**config.mk**
```make
export PLATFORM = sky130hd
export DESIGN_NAME = sipo_piso_slave
export DESIGN_NICKNAME = d
export VERILOG_FILES = /design/src/rtl/sipo_piso_slave.sv
export SDC_FILE = /design/constraint.sdc
export NUM_CORES = 1
export LEC_CHECK = 0
export ABC_AREA = 1
export CAP_MARGIN = 10
export CELL_PAD_IN_SITES_DETAIL_PLACEMENT = 1
export CELL_PAD_IN_SITES_GLOBAL_PLACEMENT = 2
export CORE_UTILIZATION = 24
export DETAILED_ROUTE_END_ITERATION = 12
export GPL_ROUTABILITY_DRIVEN = 0
export PLACE_DENSITY = 0.72
export SLEW_MARGIN = 20
export SYNTH_ARGS = -nofsm -noshare
export SYNTH_HDL_FRONTEND = slang
export SYNTH_SLANG_ARGS = --single-unit
export TNS_END_PERCENT = 5
```
**constraint.sdc**
```tcl
create_clock -name clk -period 2.3 [get_ports clk]
set_input_delay 0.23 -clock clk [delete_from_list [all_inputs] [get_ports clk]]
set_output_delay 0.23 -clock clk [all_outputs]
set_load 0.02 [all_outputs]
```
**src/rtl/sipo_piso_slave.sv**
```systemverilog
// ---------------------------------------------------------------------------
// sipo_piso_slave
//
// Serial register slave. A one-cycle strobe starts a frame, and each later
// rising edge consumes one bit slot. Write frames shift in 8 data bits and
// then 5 address bits, all LSB first, and commit on the last slot. Read
// frames shift in 5 address bits. The addressed value is then loaded into an
// output shift register and presented on dout, LSB first, for 8 slots.
//
// Ports
//   clk            : the only clock, rising edge
//   rst            : synchronous, active-high reset (overrides strobe)
//   strobe         : frame start pulse; also aborts any frame in progress
//   wr_en          : frame type, sampled with strobe (1 = write, 0 = read)
//   din            : serial data in, LSB first
//   dout           : serial read data out, LSB first, registered
//   rw_flag        : high while dout carries read data (pad output enable)
//   cfg_0..cfg_8   : read/write register contents, addresses 0..8
//   rd_1..rd_8     : read-only status inputs, addresses 9..16
//
// The interface has no valid/ready handshake. Timing is set entirely by the
// strobe and the clock edges that follow it.
// ---------------------------------------------------------------------------
module sipo_piso_slave #(
    parameter int ADDR_WIDTH = 5,
    parameter int REG_WIDTH  = 8
) (
    input  logic                 clk,
    input  logic                 rst,
    input  logic                 strobe,
    input  logic                 wr_en,
    input  logic                 din,
    output logic                 dout,
    output logic                 rw_flag,
    output logic [REG_WIDTH-1:0] cfg_0,
    output logic [REG_WIDTH-1:0] cfg_1,
    output logic [REG_WIDTH-1:0] cfg_2,
    output logic [REG_WIDTH-1:0] cfg_3,
    output logic [REG_WIDTH-1:0] cfg_4,
    output logic [REG_WIDTH-1:0] cfg_5,
    output logic [REG_WIDTH-1:0] cfg_6,
    output logic [REG_WIDTH-1:0] cfg_7,
    output logic [REG_WIDTH-1:0] cfg_8,
    input  logic [REG_WIDTH-1:0] rd_1,
    input  logic [REG_WIDTH-1:0] rd_2,
    input  logic [REG_WIDTH-1:0] rd_3,
    input  logic [REG_WIDTH-1:0] rd_4,
    input  logic [REG_WIDTH-1:0] rd_5,
    input  logic [REG_WIDTH-1:0] rd_6,
    input  logic [REG_WIDTH-1:0] rd_7,
    input  logic [REG_WIDTH-1:0] rd_8
);

    localparam int FRAME_LEN = ADDR_WIDTH + REG_WIDTH;
    localparam int CNT_W     = $clog2(FRAME_LEN + 1);
    localparam int NUM_CFG   = 9;
    localparam int NUM_RD    = 8;

    localparam logic [CNT_W-1:0] LAST_SLOT    = CNT_W'(FRAME_LEN);
    localparam logic [CNT_W-1:0] RD_LOAD_SLOT = CNT_W'(ADDR_WIDTH);

    typedef enum logic {
        ST_IDLE  = 1'b0,
        ST_SHIFT = 1'b1
    } state_t;

    state_t                 state_q, state_d;
    logic [CNT_W-1:0]       cnt_q;       // slots consumed so far in this frame
    logic                   wr_q;        // frame type latched at the strobe
    logic [FRAME_LEN-1:0]   shift_q;     // serial input, LSB first, filled from the top
    logic [REG_WIDTH-1:0]   out_q;       // read data, bit 0 drives dout
    logic                   rw_q;
    logic [REG_WIDTH-1:0]   cfg_q [NUM_CFG];
    logic [REG_WIDTH-1:0]   rd_arr [NUM_RD];

    logic [CNT_W-1:0]       slot_now;    // slot number of the current edge
    logic [FRAME_LEN-1:0]   shift_next;
    logic [ADDR_WIDTH-1:0]  addr_next;
    logic [REG_WIDTH-1:0]   data_next;
    logic [REG_WIDTH-1:0]   read_value;
    logic                   in_slot;
    logic                   commit_wr;
    logic                   load_rd;
    logic                   end_frame;

    always_comb begin
        rd_arr[0] = rd_1;
        rd_arr[1] = rd_2;
        rd_arr[2] = rd_3;
        rd_arr[3] = rd_4;
        rd_arr[4] = rd_5;
        rd_arr[5] = rd_6;
        rd_arr[6] = rd_7;
        rd_arr[7] = rd_8;
    end

    // Shifting in at the MSB leaves the address field in the top ADDR_WIDTH
    // bits. That holds after the 5th slot of a read frame and after the last
    // slot of a write frame, so one decode serves both frame types.
    assign slot_now   = cnt_q + CNT_W'(1);
    assign shift_next = {din, shift_q[FRAME_LEN-1:1]};
    assign addr_next  = shift_next[FRAME_LEN-1:REG_WIDTH];
    assign data_next  = shift_next[REG_WIDTH-1:0];

    always_comb begin
        read_value = '0;
        for (int i = 0; i < NUM_CFG; i++) begin
            if (addr_next == ADDR_WIDTH'(i)) read_value = cfg_q[i];
        end
        for (int j = 0; j < NUM_RD; j++) begin
            if (addr_next == ADDR_WIDTH'(NUM_CFG + j)) read_value = rd_arr[j];
        end
    end

    // State register
    always_ff @(posedge clk) begin
        if (rst) state_q <= ST_IDLE;
        else     state_q <= state_d;
    end

    // Next-state logic: a strobe always (re)starts a frame
    always_comb begin
        state_d = state_q;
        if (strobe)
            state_d = ST_SHIFT;
        else if (state_q == ST_SHIFT && slot_now == LAST_SLOT)
            state_d = ST_IDLE;
    end

    // Output decode: slot events for the current edge
    always_comb begin
        in_slot   = (state_q == ST_SHIFT) && !strobe;
        commit_wr = in_slot && wr_q  && (slot_now == LAST_SLOT);
        load_rd   = in_slot && !wr_q && (slot_now == RD_LOAD_SLOT);
        end_frame = in_slot && (slot_now == LAST_SLOT);
    end

    // Datapath
    always_ff @(posedge clk) begin
        if (rst) begin
            cnt_q   <= '0;
            wr_q    <= 1'b0;
            shift_q <= '0;
            out_q   <= '0;
            rw_q    <= 1'b0;
            for (int i = 0; i < NUM_CFG; i++) cfg_q[i] <= '0;
        end else if (strobe) begin
            cnt_q   <= '0;
            wr_q    <= wr_en;
            shift_q <= '0;
            out_q   <= '0;
            rw_q    <= 1'b0;
        end else if (in_slot) begin
            cnt_q   <= slot_now;
            shift_q <= shift_next;
            if (load_rd) begin
                out_q <= read_value;
                rw_q  <= 1'b1;
            end else if (end_frame) begin
                // Clearing out_q keeps dout low once rw_flag drops
                out_q <= '0;
                rw_q  <= 1'b0;
            end else if (rw_q) begin
                out_q <= out_q >> 1;
            end
            if (commit_wr) begin
                for (int i = 0; i < NUM_CFG; i++) begin
                    if (addr_next == ADDR_WIDTH'(i)) cfg_q[i] <= data_next;
                end
            end
        end
    end

    assign dout    = out_q[0];
    assign rw_flag = rw_q;

    assign cfg_0 = cfg_q[0];
    assign cfg_1 = cfg_q[1];
    assign cfg_2 = cfg_q[2];
    assign cfg_3 = cfg_q[3];
    assign cfg_4 = cfg_q[4];
    assign cfg_5 = cfg_q[5];
    assign cfg_6 = cfg_q[6];
    assign cfg_7 = cfg_q[7];
    assign cfg_8 = cfg_q[8];

endmodule

```
==> key figures <==
Worst setup path
  – CP startpoint: cnt_q[0]
  – FF-to-FF path depth: 14
  – End of the critical path: cfg_q[0][71]
  – Reg2reg end: cfg_q[0][71]
  – CP Launch Type: flip-flop
  – FF-to-FF Start: cnt_q[0]
  – Worst Path Arrival: 2.57 ns
  – R2R setup slack: -0.06 ns
  – Crit path max fanout: 8
  – Critical path endpoint category: flip-flop
  – CP Class: reg -> reg
  – Critical path required time: 2.51 ns

STA
  – Minimum clock period: 2.36 ns
  – Endpoints failing setup: 45
  – Period utilization: 103%
  – Pins Over Slew Limit: 0
  – Clock skew: 0.00871 ns
  – Min Hold Slack: 0.451 ns
  – Final hold vios: 0
  – Final WS setup: -0.0630 ns
  – Unrepaired setup endpoints after global routing: true
  – Fmax: 423 MHz
  – Slew @ Worst Pin: 0.473 ns
  – Max-slew headroom: 68.4%

Synthesis
  – Post-synth top flop: edfxtp_1
  – Count of different cell masters after synthesis: 33
  – Cell taking the most area after synthesis: edfxtp_1
  – Top post-synthesis cells by area: edfxtp_1 (45%), dfxtp_1 (11%), nand2_1 (11%), nor2_1 (6.1%), inv_1 (6.0%)
  – Synthesized cell area: 4770 µm²
  – Share of the synthesized area in the top cell type: 45.4%
  – Warnings from Yosys: 0
  – Post-synthesis instance total: 559
  – Syn avg cell area: 8.53 µm²
  – Ys async rst share: 0%
  – Net Count, Synth: 630
  – Number of synthesized flops with an enable pin: 72
  – Sequential element share of the synthesized area: 56.7%
  – Yosys reg bits: 99

Power
  – Peak VDD IR: 0.000313 V
  – PnR Total Power: 4.24 mW
  – Leak: 2.98 nW
  – Pwr dens: 564 nW/µm²

Placed design
  – Port Buffers: 142
  – DP HPWL: 14100 µm

Global routing
  – Vias in the first global route: 4911
  – Largest net degree at the start of global routing: 25
  – Gr usage total: 18.2%
  – First-pass GRT wire length: 27300 µm
  – Total congestion overflow: 0
  – Initial antenna violation count: 0

Detailed routing
  – WL final: 18600 µm
  – Wire length on met2: 9060 µm
  – Metal-1 WL: 8540 µm
  – Vias/cell: 4.41
  – Iter 0 DRT Violations: 253
  – DRT Pass-1 Iters: 4
  – Antenna Violating Nets Remaining: 0
  – Highest routing layer actually used: met4
  – DR WL met3: 719 µm
  – DR vias: 4627
  – Post-DR wirelength/cell: 17.7 µm
  – DR DRC count: 0

Finish
  – Area delta synth->final: 58.0%
  – # diodes: 0
  – Fillcell total: 2282
  – Layout cells sized above 1: 18.1%
  – Final core utilization: 38.7%
  – Commonest cells after routing, fill and taps aside: clkdlybuf4s50_1 (142), nand2_1 (138), inv_1 (75), edfxtp_1 (72), nor2_1 (68)
  – Commonest non-fill, non-tap cell in the layout: clkdlybuf4s50_1
  – NumNets Final: 850

Clock network
  – Root Buffer: clkbuf_16
  – CTS clk-pin slew, worst paths: 0.07 ns
  – CTS hold repair buffers: 0
  – Clock tree sinks: 99
  – CTS tree: yes
  – CTS Buf Count: 9
  – Clock buffer depth: 2
  – Worst-skew pair later-pin latency: 0.36 ns
  – H-tree levels: 3

Worst hold path
  – Worst hold path type: in -> reg

Floorplanning
  – Initial Util: 24.5%
  – IO Pins: 143
  – Core Area: 19500 µm²
  – Row cnt: 51
  – Die X: 143 µm
  – Die Y: 143 µm
  – Die ar.: 20400 µm²

Job
  – # Max-Cap Violations: 0

Status
  – Failing checks: setup timing
  – Run status: finished, violations left
per-layer routing:
metal | GRT usage [%] | up-vias
li1 | - | 2264
met1 | 23.7 | 2250
met2 | 31.0 | 94
met3 | 3.25 | 19
met4 | 4.53 | 0
met5 | 0 | -
timing repair:
item | 4_1_cts | 5_1_grt
pin swaps | 0 | 6
setup buffers | 0 | 2
gates resized for setup | 8 | 40
setup endpoints to repair | 80 | 149
cloned | 0 | 3
critical path, cell delays in order (launching register included):
cell,delay (ns)
dfxtp_2,0.33
ha_2,0.19
xnor2_2,0.15
nor3_2,0.19
inv_1,0.09
nor2_2,0.15
inv_2,0.06
nor2_4,0.14
buf_6,0.11
o21ai_0,0.09
nand2_1,0.15
nor3_4,0.05
buf_12,0.15
nor2_4,0.17
buf_6,0.17
area by class of cell:
type | instances | area (µm²) | share of cell area (%)
inverters | 87 | 332 | 4.40
clock buffers | 9 | 225 | 2.99
multi-input cells | 366 | 1780 | 23.7
clock inverters | 7 | 110 | 1.46
flip-flops and latches | 99 | 2710 | 36.0
well taps | 265 | 332 | 4.40
repair buffers | 216 | 2040 | 27.1
metrics by stage:
| stage | TNS, ns | instance area, µm² | cells | setup slack, ns |
|---|---|---|---|---|
| after floorplan | 0 | 4770 | 559 | 0.137 |
| after global placement | -8.40 | 7020 | 1030 | -0.352 |
| after detailed placement | -10.20 | 7020 | 1030 | -0.388 |
| after CTS | 0 | 7370 | 1046 | 0.00688 |
| after global routing | -12.39 | 7530 | 1049 | -0.220 |
| final | -0.923 | 7530 | 1049 | -0.0630 |
state kept, by name, indices dropped and copies added, names as in the netlist:
name and flops:
cfg_q 72, cnt_q 4, out_q 8, wr_q 1, shift_q 12, rw_flag 1, state_q 1
kinds of logic (layout without fill, tap and decap cells):
group | after synthesis | after routing | synth area share (%)
and+or+nand+nor | 286 | 286 | 26.2
DFF | 99 | 99 | 56.7
buffers and inverters | 94 | 319 | 7.58
AOI/OAI and AO/OA | 76 | 76 | 8.58
adders and majority gates | 2 | 2 | 0.525
xor gates and xnor gates | 2 | 2 | 0.368
Yosys cell counts (all sizes together) (2+ instances only):
cell / count
o21ai: 37
inv: 85
ha: 2
dfxtp: 27
nor2: 86
nand4: 23
edfxtp: 72
or2: 9
nand3: 22
clkbuf: 5
nand2: 141
nor3: 4
a21oi: 37
buf: 2
clkinv: 2
power by group:
| group | switching (mW) | internal, mW | total [mW] |
|---|---|---|---|
| Clock | 0.716 | 0.972 | 1.69 |
| Combinational | 0.279 | 0.270 | 0.549 |
| Sequential | 0.0433 | 1.96 | 2.01 |
worst min path at each step:
stage,cells past startpoint,slack [ns],endpoint,from
final,3,0.45,wr_q,wr_en
after global routing,2,0.48,state_q,rst
after CTS,3,0.44,wr_q,wr_en
after detailed placement,2,0.46,shift_q[4],shift_q[5]
after global placement,2,0.46,shift_q[4],shift_q[5]
after floorplan,1,0.30,state_q,rst
Power figures use the tool's default switching activity.
